File: src/rtl/alu_pipe_pkg.sv
// rtl/alu_pipe_pkg.sv - shared opcode encodings and flag bit positions for alu_pipe
package alu_pipe_pkg;

  localparam int OPW = 3;

  localparam logic [OPW-1:0] OP_SUB        = 3'b000;
  localparam logic [OPW-1:0] OP_NAND       = 3'b001;
  localparam logic [OPW-1:0] OP_LEAD_ONES  = 3'b010;
  localparam logic [OPW-1:0] OP_ONEHOT_DEC = 3'b011;
  localparam logic [OPW-1:0] OP_ADD        = 3'b100;
  localparam logic [OPW-1:0] OP_SSUB       = 3'b101;

  localparam int FLAG_ERR      = 0;
  localparam int FLAG_NEG      = 1;
  localparam int FLAG_POS      = 2;
  localparam int FLAG_OVERFLOW = 3;

endpackage

File: src/rtl/alu_pipe_core.sv
// rtl/alu_pipe_core.sv - combinational ALU datapath producing result and ERR/NEG/POS/OVERFLOW flags
module alu_pipe_core #(
  parameter int WIDTH = 4
) (
  input  logic [WIDTH-1:0]              i_a,
  input  logic [WIDTH-1:0]              i_b,
  input  logic [alu_pipe_pkg::OPW-1:0]  i_oper,
  output logic [WIDTH-1:0]              o_result,
  output logic [3:0]                    o_flag
);
  import alu_pipe_pkg::*;

  localparam int MSB = WIDTH - 1;
  localparam logic [WIDTH-1:0] ONE     = WIDTH'(1);
  localparam logic [WIDTH-1:0] MAX_POS = {1'b0, {(WIDTH-1){1'b1}}};
  localparam logic [WIDTH-1:0] MIN_NEG = {1'b1, {(WIDTH-1){1'b0}}};

  logic [WIDTH-1:0] diff, sum, lead_cnt, oh_idx, res;
  logic             sub_ovf, add_ovf, lead_run, is_onehot, err, ovf;

  always_comb begin
    diff    = i_a - i_b;
    sum     = i_a + i_b;
    sub_ovf = (i_a[MSB] ^ i_b[MSB]) & (diff[MSB] ^ i_a[MSB]);
    add_ovf = ~(i_a[MSB] ^ i_b[MSB]) & (sum[MSB] ^ i_a[MSB]);

    // Run stays high only while every bit from the MSB down has been 1.
    lead_cnt = '0;
    lead_run = 1'b1;
    for (int i = WIDTH - 1; i >= 0; i--) begin
      lead_run = lead_run & i_a[i];
      lead_cnt = lead_cnt + WIDTH'(lead_run);
    end

    is_onehot = (i_a != '0) && ((i_a & (i_a - ONE)) == '0);
    oh_idx    = '0;
    for (int i = 0; i < WIDTH; i++) begin
      if (i_a[i]) oh_idx = WIDTH'(i);
    end

    res = '0;
    err = 1'b0;
    ovf = 1'b0;
    case (i_oper)
      OP_SUB: begin
        res = diff;
        ovf = sub_ovf;
      end
      OP_NAND:      res = ~(i_a & i_b);
      OP_LEAD_ONES: res = lead_cnt;
      OP_ONEHOT_DEC: begin
        if (is_onehot) res = oh_idx;
        else           err = 1'b1;
      end
      OP_ADD: begin
        res = sum;
        ovf = add_ovf;
      end
      OP_SSUB: begin
        if (sub_ovf) begin
          res = i_a[MSB] ? MIN_NEG : MAX_POS;
          ovf = 1'b1;
        end else begin
          res = diff;
        end
      end
      default: err = 1'b1;
    endcase

    o_flag = '0;
    if (err) begin
      o_result         = '0;
      o_flag[FLAG_ERR] = 1'b1;
    end else begin
      o_result              = res;
      o_flag[FLAG_NEG]      = res[MSB];
      o_flag[FLAG_POS]      = !res[MSB] && (res != '0);
      o_flag[FLAG_OVERFLOW] = ovf;
    end
  end

endmodule

File: src/rtl/alu_pipe.sv
// rtl/alu_pipe.sv - two-stage valid/ready ALU pipeline with saturating delivered-error counter
module alu_pipe #(
  parameter int WIDTH = 4,
  parameter int OPW   = 3,
  parameter int CNT_W = 8
) (
  input  logic             i_clk,
  input  logic             i_rst,
  input  logic [WIDTH-1:0] i_arg0,
  input  logic [WIDTH-1:0] i_arg1,
  input  logic [OPW-1:0]   i_oper,
  input  logic             i_valid,
  output logic             o_ready,
  output logic [WIDTH-1:0] o_result,
  output logic [3:0]       o_flag,
  output logic             o_valid,
  input  logic             i_ready,
  input  logic             i_clr_err,
  output logic [CNT_W-1:0] o_err_cnt
);
  import alu_pipe_pkg::*;

  logic             ready_en_q, ready_en_d;
  logic             s1_valid_q, s1_valid_d;
  logic [WIDTH-1:0] s1_a_q, s1_a_d, s1_b_q, s1_b_d;
  logic [OPW-1:0]   s1_op_q, s1_op_d;
  logic             out_valid_q, out_valid_d;
  logic [WIDTH-1:0] out_result_q, out_result_d;
  logic [3:0]       out_flag_q, out_flag_d;
  logic [CNT_W-1:0] err_cnt_q, err_cnt_d;

  logic [WIDTH-1:0] core_result;
  logic [3:0]       core_flag;
  logic             s1_advance, in_fire, out_fire;

  alu_pipe_core #(.WIDTH(WIDTH)) u_core (
    .i_a      (s1_a_q),
    .i_b      (s1_b_q),
    .i_oper   (s1_op_q),
    .o_result (core_result),
    .o_flag   (core_flag)
  );

  // ready_en_q keeps o_ready low until the first clock after reset release.
  assign s1_advance = !out_valid_q || i_ready;
  assign o_ready    = ready_en_q && (!s1_valid_q || s1_advance);
  assign in_fire    = i_valid && o_ready;
  assign out_fire   = out_valid_q && i_ready;

  assign o_valid   = out_valid_q;
  assign o_result  = out_result_q;
  assign o_flag    = out_flag_q;
  assign o_err_cnt = err_cnt_q;

  always_comb begin
    ready_en_d   = 1'b1;
    s1_valid_d   = s1_valid_q && !s1_advance;
    s1_a_d       = s1_a_q;
    s1_b_d       = s1_b_q;
    s1_op_d      = s1_op_q;
    out_valid_d  = out_valid_q;
    out_result_d = out_result_q;
    out_flag_d   = out_flag_q;
    err_cnt_d    = err_cnt_q;

    if (in_fire) begin
      s1_valid_d = 1'b1;
      s1_a_d     = i_arg0;
      s1_b_d     = i_arg1;
      s1_op_d    = i_oper;
    end

    if (s1_advance) begin
      out_valid_d = s1_valid_q;
      if (s1_valid_q) begin
        out_result_d = core_result;
        out_flag_d   = core_flag;
      end
    end

    if (i_clr_err)
      err_cnt_d = '0;
    else if (out_fire && out_flag_q[FLAG_ERR] && (err_cnt_q != '1))
      err_cnt_d = err_cnt_q + CNT_W'(1);
  end

  always_ff @(posedge i_clk or posedge i_rst) begin
    if (i_rst) begin
      ready_en_q   <= 1'b0;
      s1_valid_q   <= 1'b0;
      s1_a_q       <= '0;
      s1_b_q       <= '0;
      s1_op_q      <= '0;
      out_valid_q  <= 1'b0;
      out_result_q <= '0;
      out_flag_q   <= '0;
      err_cnt_q    <= '0;
    end else begin
      ready_en_q   <= ready_en_d;
      s1_valid_q   <= s1_valid_d;
      s1_a_q       <= s1_a_d;
      s1_b_q       <= s1_b_d;
      s1_op_q      <= s1_op_d;
      out_valid_q  <= out_valid_d;
      out_result_q <= out_result_d;
      out_flag_q   <= out_flag_d;
      err_cnt_q    <= err_cnt_d;
    end
  end

endmodule

File: config.mk
export PLATFORM = sky130hd
export DESIGN_NAME = alu_pipe
export DESIGN_NICKNAME = d
export VERILOG_FILES = /design/src/rtl/alu_pipe_pkg.sv /design/src/rtl/alu_pipe_core.sv /design/src/rtl/alu_pipe.sv
export SDC_FILE = /design/constraint.sdc
export NUM_CORES = 1
export LEC_CHECK = 0
export ABC_AREA = 1
export CAP_MARGIN = 25
export CORE_MARGIN = 2
export CORE_UTILIZATION = 40
export CTS_CLUSTER_DIAMETER = 60
export CTS_CLUSTER_SIZE = 28
export DETAILED_ROUTE_END_ITERATION = 7
export PLACE_DENSITY = 0.63
export RECOVER_POWER = 50
export SETUP_SLACK_MARGIN = 0.1
export SYNTH_ARGS = -nofsm -noshare
export SYNTH_HDL_FRONTEND = slang
export SYNTH_SLANG_ARGS = --single-unit
File: constraint.sdc
create_clock -name i_clk -period 2.6 [get_ports i_clk]
set_input_delay 0.52 -clock i_clk [delete_from_list [all_inputs] [get_ports i_clk]]
set_output_delay 0.52 -clock i_clk [all_outputs]
set_load 0.005 [all_outputs]
==> results of run 1 <==
power breakdown:
part           leakage (nW)  switching, mW  internal, mW
clock                0.0450          0.178         0.185
sequential            0.360         0.0614         0.520
combinational         0.841          0.322         0.288
total                  1.25          0.561         0.993
critical path, stage by stage:
cell,delay [ns]
dlygate4sd3_1,0.55
inv_1,0.06
nand3_1,0.12
nand2_1,0.06
inv_1,0.07
clkdlybuf4s50_1,0.49
final cells by class:
type | instances | share of cell area (%)
clock inverter | 2 | 0.407
multi-input combinational | 189 | 41.7
tap | 52 | 2.65
sequential | 29 | 29.5
inverter | 43 | 6.57
clock buffer | 6 | 2.95
timing repair buffer | 43 | 16.2
cell usage after synthesis (all sizes together):
master  instances
a21oi          17
nor3            2
o21a            1
fa              4
buf             2
inv            43
o21ai          11
clkbuf          1
nand3b          2
nand3          21
nand2          73
nand4           7
mux2            1
conb            1
dfrtp          29
ha              9
nor2           40
per-stage QoR:
stage	cells	power (mW)	setup WS (ns)	hold slack (ns)	area, µm²
floorplan	264	0.929	0.353	0.472	1880
global placement	351	1.14	0.230	0.465	2300
detailed placement	351	1.15	0.0913	0.466	2300
CTS	359	1.52	0.134	0.485	2380
global route	364	1.67	0.0751	0.512	2460
finish	364	1.55	0.207	0.480	2460
per-layer routing:
metal | routed length (µm) | vias to the layer above | track usage (%) | part of all wire, %
li1 | - | 924 | - | -
met1 | 2120 | 823 | 24.8 | 48
met2 | 2060 | 41 | 29.1 | 47
met3 | 157 | 7 | 4.14 | 3.6
met4 | 61 | 0 | 6.17 | 1.4
met5 | 0 | - | 0 | 0
flip-flops by register name, indices dropped and copies added (netlist names):
| signal | flops |
|---|---|
| o_err_cnt | 8 |
| o_result | 3 |
| s1_op_q | 3 |
| s1_b_q | 4 |
| s1_a_q | 4 |
| ready_en_q | 1 |
| s1_valid_q | 1 |
| o_valid | 1 |
| o_flag | 4 |
worst paths after layout:
| check | start | end | slack (ns) | cells past startpoint |
|---|---|---|---|---|
| max | i_ready | o_ready | 0.21 | 6 |
| min | o_flag[3] | o_flag[3] | 0.48 | 2 |
| max reg2reg | s1_b_q[1] | o_flag[2] | 0.25 | 16 |
| min reg2reg | o_flag[3] | o_flag[3] | 0.48 | 2 |
| max in group asynchronous | i_rst | o_result[2] | 0.59 | 3 |
| min in group asynchronous | i_rst | s1_b_q[1] | 1.08 | 3 |
kinds of logic (layout without fill, tap and decap cells):
kind of cell,Yosys count,in the layout
AND/OR/NAND/NOR,145,145
buffers and inverters,46,94
AO/OA/AOI/OAI,29,29
flip-flops,29,29
adder cells (fa/ha/maj),13,13
other,1,1
multiplexers,1,1
repair_timing:
action                                 4_1_cts  5_1_grt
setup endpoints to repair                    1        3
setup buffers                                0        5
pin swaps                                    0        7
endpoints found under the hold margin        0        0
hold buffers                                 0        0
resized for setup                            1       10
==> reports/metrics.cfg, run 1 <==
[finish]
drive_above_1_share_pct=11.9
final_common_cell=nand2_1
nNetsFinal=340
regArea_um2=726
area_growth_pct=30.4
multi_input_area_um2=1020
final_util_pct=55.3
antenna_cells=0
final_cell_mix=nand2_1, inv_1, nor2_1
fill_cells=432

[routing]
drt_iter0_markers=81
routed_wl_um=4390
drc_errors=0
drtAntennaViolNets=0
post_drt_wl_per_cell_um=12.1
vias=1795
vias_per_cell=4.93
first_pass_iters=4

[power]
irDropWorstVdd_mv=0.323
powerDensity_nw_per_um2=632
power_leakage_nw=1.25

[sta]
fmax_mhz=418
setup_tns_ns=0
rsz0062_at_grt=no
fin_crit_ns=2.39
clock_skew_ns=0.00732
min_period_over_period_pct=92.0
finalSetupViolCount=0
maxSlewViolCount=30
worst_pin_slew_ns=1.58
hold_viol_final=0
relSlewSlack_pct=-5.51

[floorplan]
die_w_um=72.6
coreArea_um2=4440
num_io_pins=34
start_util_pct=42.4
row_count=24
fp.dieH_um=72.6
die_area_um2=5280

[synth]
synth.distinct_cells=23
synth_largest_area_cell=dfrtp_1
muxShareOfSynthArea_pct=0.598
synth_xor_xnor_area_share_pct=0
synth_compound_area_share_pct=7.84
ys_seq_area_share_pct=38.5
yosysWarnings=0
synthSimpleGateAreaFrac_pct=33.2
synth_area_leaders=dfrtp_1, nand2_1, inv_1, nor2_1, ha_1
syn_inst=264
avgSynthCellArea_um2=7.14
syn-cell-area_um2=1880
syn-num-nets=293
synth_top_area_share_pct=38.5
ys_seq_elements=29
synth_fa_ha_area_share_pct=10.2
synth_top_family_by_area=simple AND/OR/NAND/NOR gates

[status]
violations=capacitance limit, slew limit
status=complete, but fails checks

[cts]
cts_max_level=2
path_clk_slew_ns=0.07
clockBufferDepth=2
tritoncts=built
clock_sinks=29
cts_buffers=5
clk_latency_ns=0.29
root_buffer=clkbuf_8

[global_route]
grt_pass1_wl_um=7470
antenna_found_initial=0
grt_pass1_vias=1691
grt-ovfl-total=0
gr-usage-all-layers_pct=18.3
grt_max_degree=30

[placed_design]
port_buffers=33
gp_congestion=0.860
detailed_place_hpwl_um=3340

[job]
cap_violations=1

[critical_path]
path_max_fanout=2
required_ns=2.08
worstSetupPathType=input pin to output port
endpoint_kind=output port
critPathLaunchType=input pin
worstPathArrival_ns=1.87

[hold_path]
hp-class=flop to flop

Note: power is estimated with default switching activity, not from simulation.
==> inputs of run 2 (changes only) <==
Settings changed: PLACE_DENSITY 0.63 to 0.68.
==> reports/metrics.cfg, run 2 (synthesis results as in run 1) <==
[status]
status=complete, but fails checks
violations=capacitance limit, slew limit

[power]
finalPower_mw=1.53
irDropWorstVdd_mv=0.378
powerDensity_nw_per_um2=631
power_frac_seq_pct=38.2
clkPwrFrac_pct=23.7
intPower_uw=976
p_comb_share_pct=38.1
p_switching_uw=554
switching_share_pct=36.2
power_leakage_nw=1.23

[floorplan]
die_w_um=72.6
coreArea_um2=4440
die_area_um2=5280
fp.dieH_um=72.6
num_io_pins=34
start_util_pct=42.4
row_count=24

[critical_path]
required_ns=2.08
cp_slowest_cell=dlygate4sd3_1
worst-path-buf-inv=4
r2r_setup_slack_ns=0.29
path_cells=dlygate4sd3_1 -> inv_1 -> nand3_1 -> nand2_1 -> inv_1 -> clkdlybuf4s50_1
max_stage_delay_ns=0.57
path_max_fanout=2
worstPathArrival_ns=1.86
endpoint_kind=output port
critPathLaunchType=input pin
crit_family=buffers and inverters
worstSetupPathType=input pin to output port
cpMostUsedCell=inv_1

[sta]
fmax_mhz=420
setup_tns_ns=0
hold_viol_final=0
worst_pin_slew_ns=1.58
relSlewSlack_pct=-5.20
hold_slack_ns=0.480
rsz0062_at_grt=no
clock_skew_ns=0.0108
finalSetupViolCount=0
maxSlewViolCount=30
min_period_over_period_pct=91.6
fin_crit_ns=2.38

[global_route]
grt-ovfl-total=0
grt_max_degree=30
grt_pass1_vias=1625
grt_pass1_wl_um=7210
gr-usage-all-layers_pct=17.6
antenna_found_initial=0

[routing]
routed_wl_um=4290
first_pass_iters=4
post_drt_wl_per_cell_um=11.9
vias_per_cell=4.90
vias=1765
drtAntennaViolNets=0
drc_errors=0
drt_iter0_markers=97

[finish]
largest_reg_flops=8
regArea_um2=727
fill_cells=423
final_cell_mix=nand2_1, inv_1, nor2_1
area_growth_pct=28.7
final_common_cell=nand2_1
antenna_cells=0
final_util_pct=54.6
multi_input_area_um2=1010
drive_above_1_share_pct=9.74
nNetsFinal=336

[job]
cap_violations=1

[cts]
tritoncts=built
root_buffer=clkbuf_8
clk_latency_ns=0.28
path_clk_slew_ns=0.07
cts_max_level=2
clockBufferDepth=2
clock_sinks=29
cts_buffers=5

[placed_design]
detailed_place_hpwl_um=3270
gp_congestion=0.911
port_buffers=33

[hold_path]
hp-class=flop to flop

## run 2: power by group through the flow
stage / Combinational, mW / Clock [mW] / Sequential (mW)
floorplan: 0.345 / 0 / 0.584
detailed placement: 0.554 / 0 / 0.591
finish: 0.583 / 0.363 / 0.584
global route: 0.659 / 0.399 / 0.594
CTS: 0.557 / 0.373 / 0.583
global placement: 0.549 / 0 / 0.588
## run 2: worst reg2reg max path: stages (launching register included)
cell     delay, ns
dfrtp_1       0.40
inv_1         0.13
ha_4          0.23
inv_1         0.09
nor2_1        0.05
nor2_1        0.14
fa_1          0.46
inv_1         0.09
nand2_1       0.06
nand3_2       0.11
nand2_1       0.05
nand2_1       0.05
nand3_1       0.10
nor2_1        0.10
nand2_1       0.05
nand2_1       0.05
nand2_1       0.04
## run 2: metrics by stage
stage / instance area [µm²] / setup WS, ns / instances
detailed placement: 2290 / 0.188 / 350
CTS: 2380 / 0.168 / 358
finish: 2420 / 0.219 / 360
global placement: 2290 / 0.235 / 350
floorplan: 1880 / 0.353 / 264
global route: 2420 / 0.0722 / 360
## run 2: cell type report
| cell class | instances | share of cell area (%) |
|---|---|---|
| clock buffers | 5 | 2.84 |
| well taps | 52 | 2.68 |
| repair buffers | 39 | 15.3 |
| clock inverters | 3 | 0.722 |
| inverters | 43 | 6.66 |
| multi-input cells | 189 | 41.8 |
| flip-flops and latches | 29 | 30.0 |
## run 2: worst paths after layout
path / from / cells after the start / end
setup / recovery: i_ready / 6 / o_ready
hold / removal: o_flag[3] / 2 / o_flag[3]
max in group asynchronous: i_rst / 3 / s1_a_q[1]
setup reg to reg: s1_b_q[2] / 16 / o_flag[2]
min in group asynchronous: i_rst / 3 / s1_a_q[1]
hold reg to reg: o_flag[3] / 2 / o_flag[3]
## run 2: per-layer routing
metal  vias to the layer above  global-route usage [%]  wire length, µm
li1                        908                       -                -
met1                       809                    24.6             2070
met2                        44                    27.7             1960
met3                         4                    3.87              200
met4                         0                    4.94               62
met5                         -                       0                0
## run 2: timing repair
action | CTS | global route
setup endpoints to repair | 0 | 3
gates resized for setup | 0 | 6
hold buffers | 0 | 0
setup buffers | 0 | 2
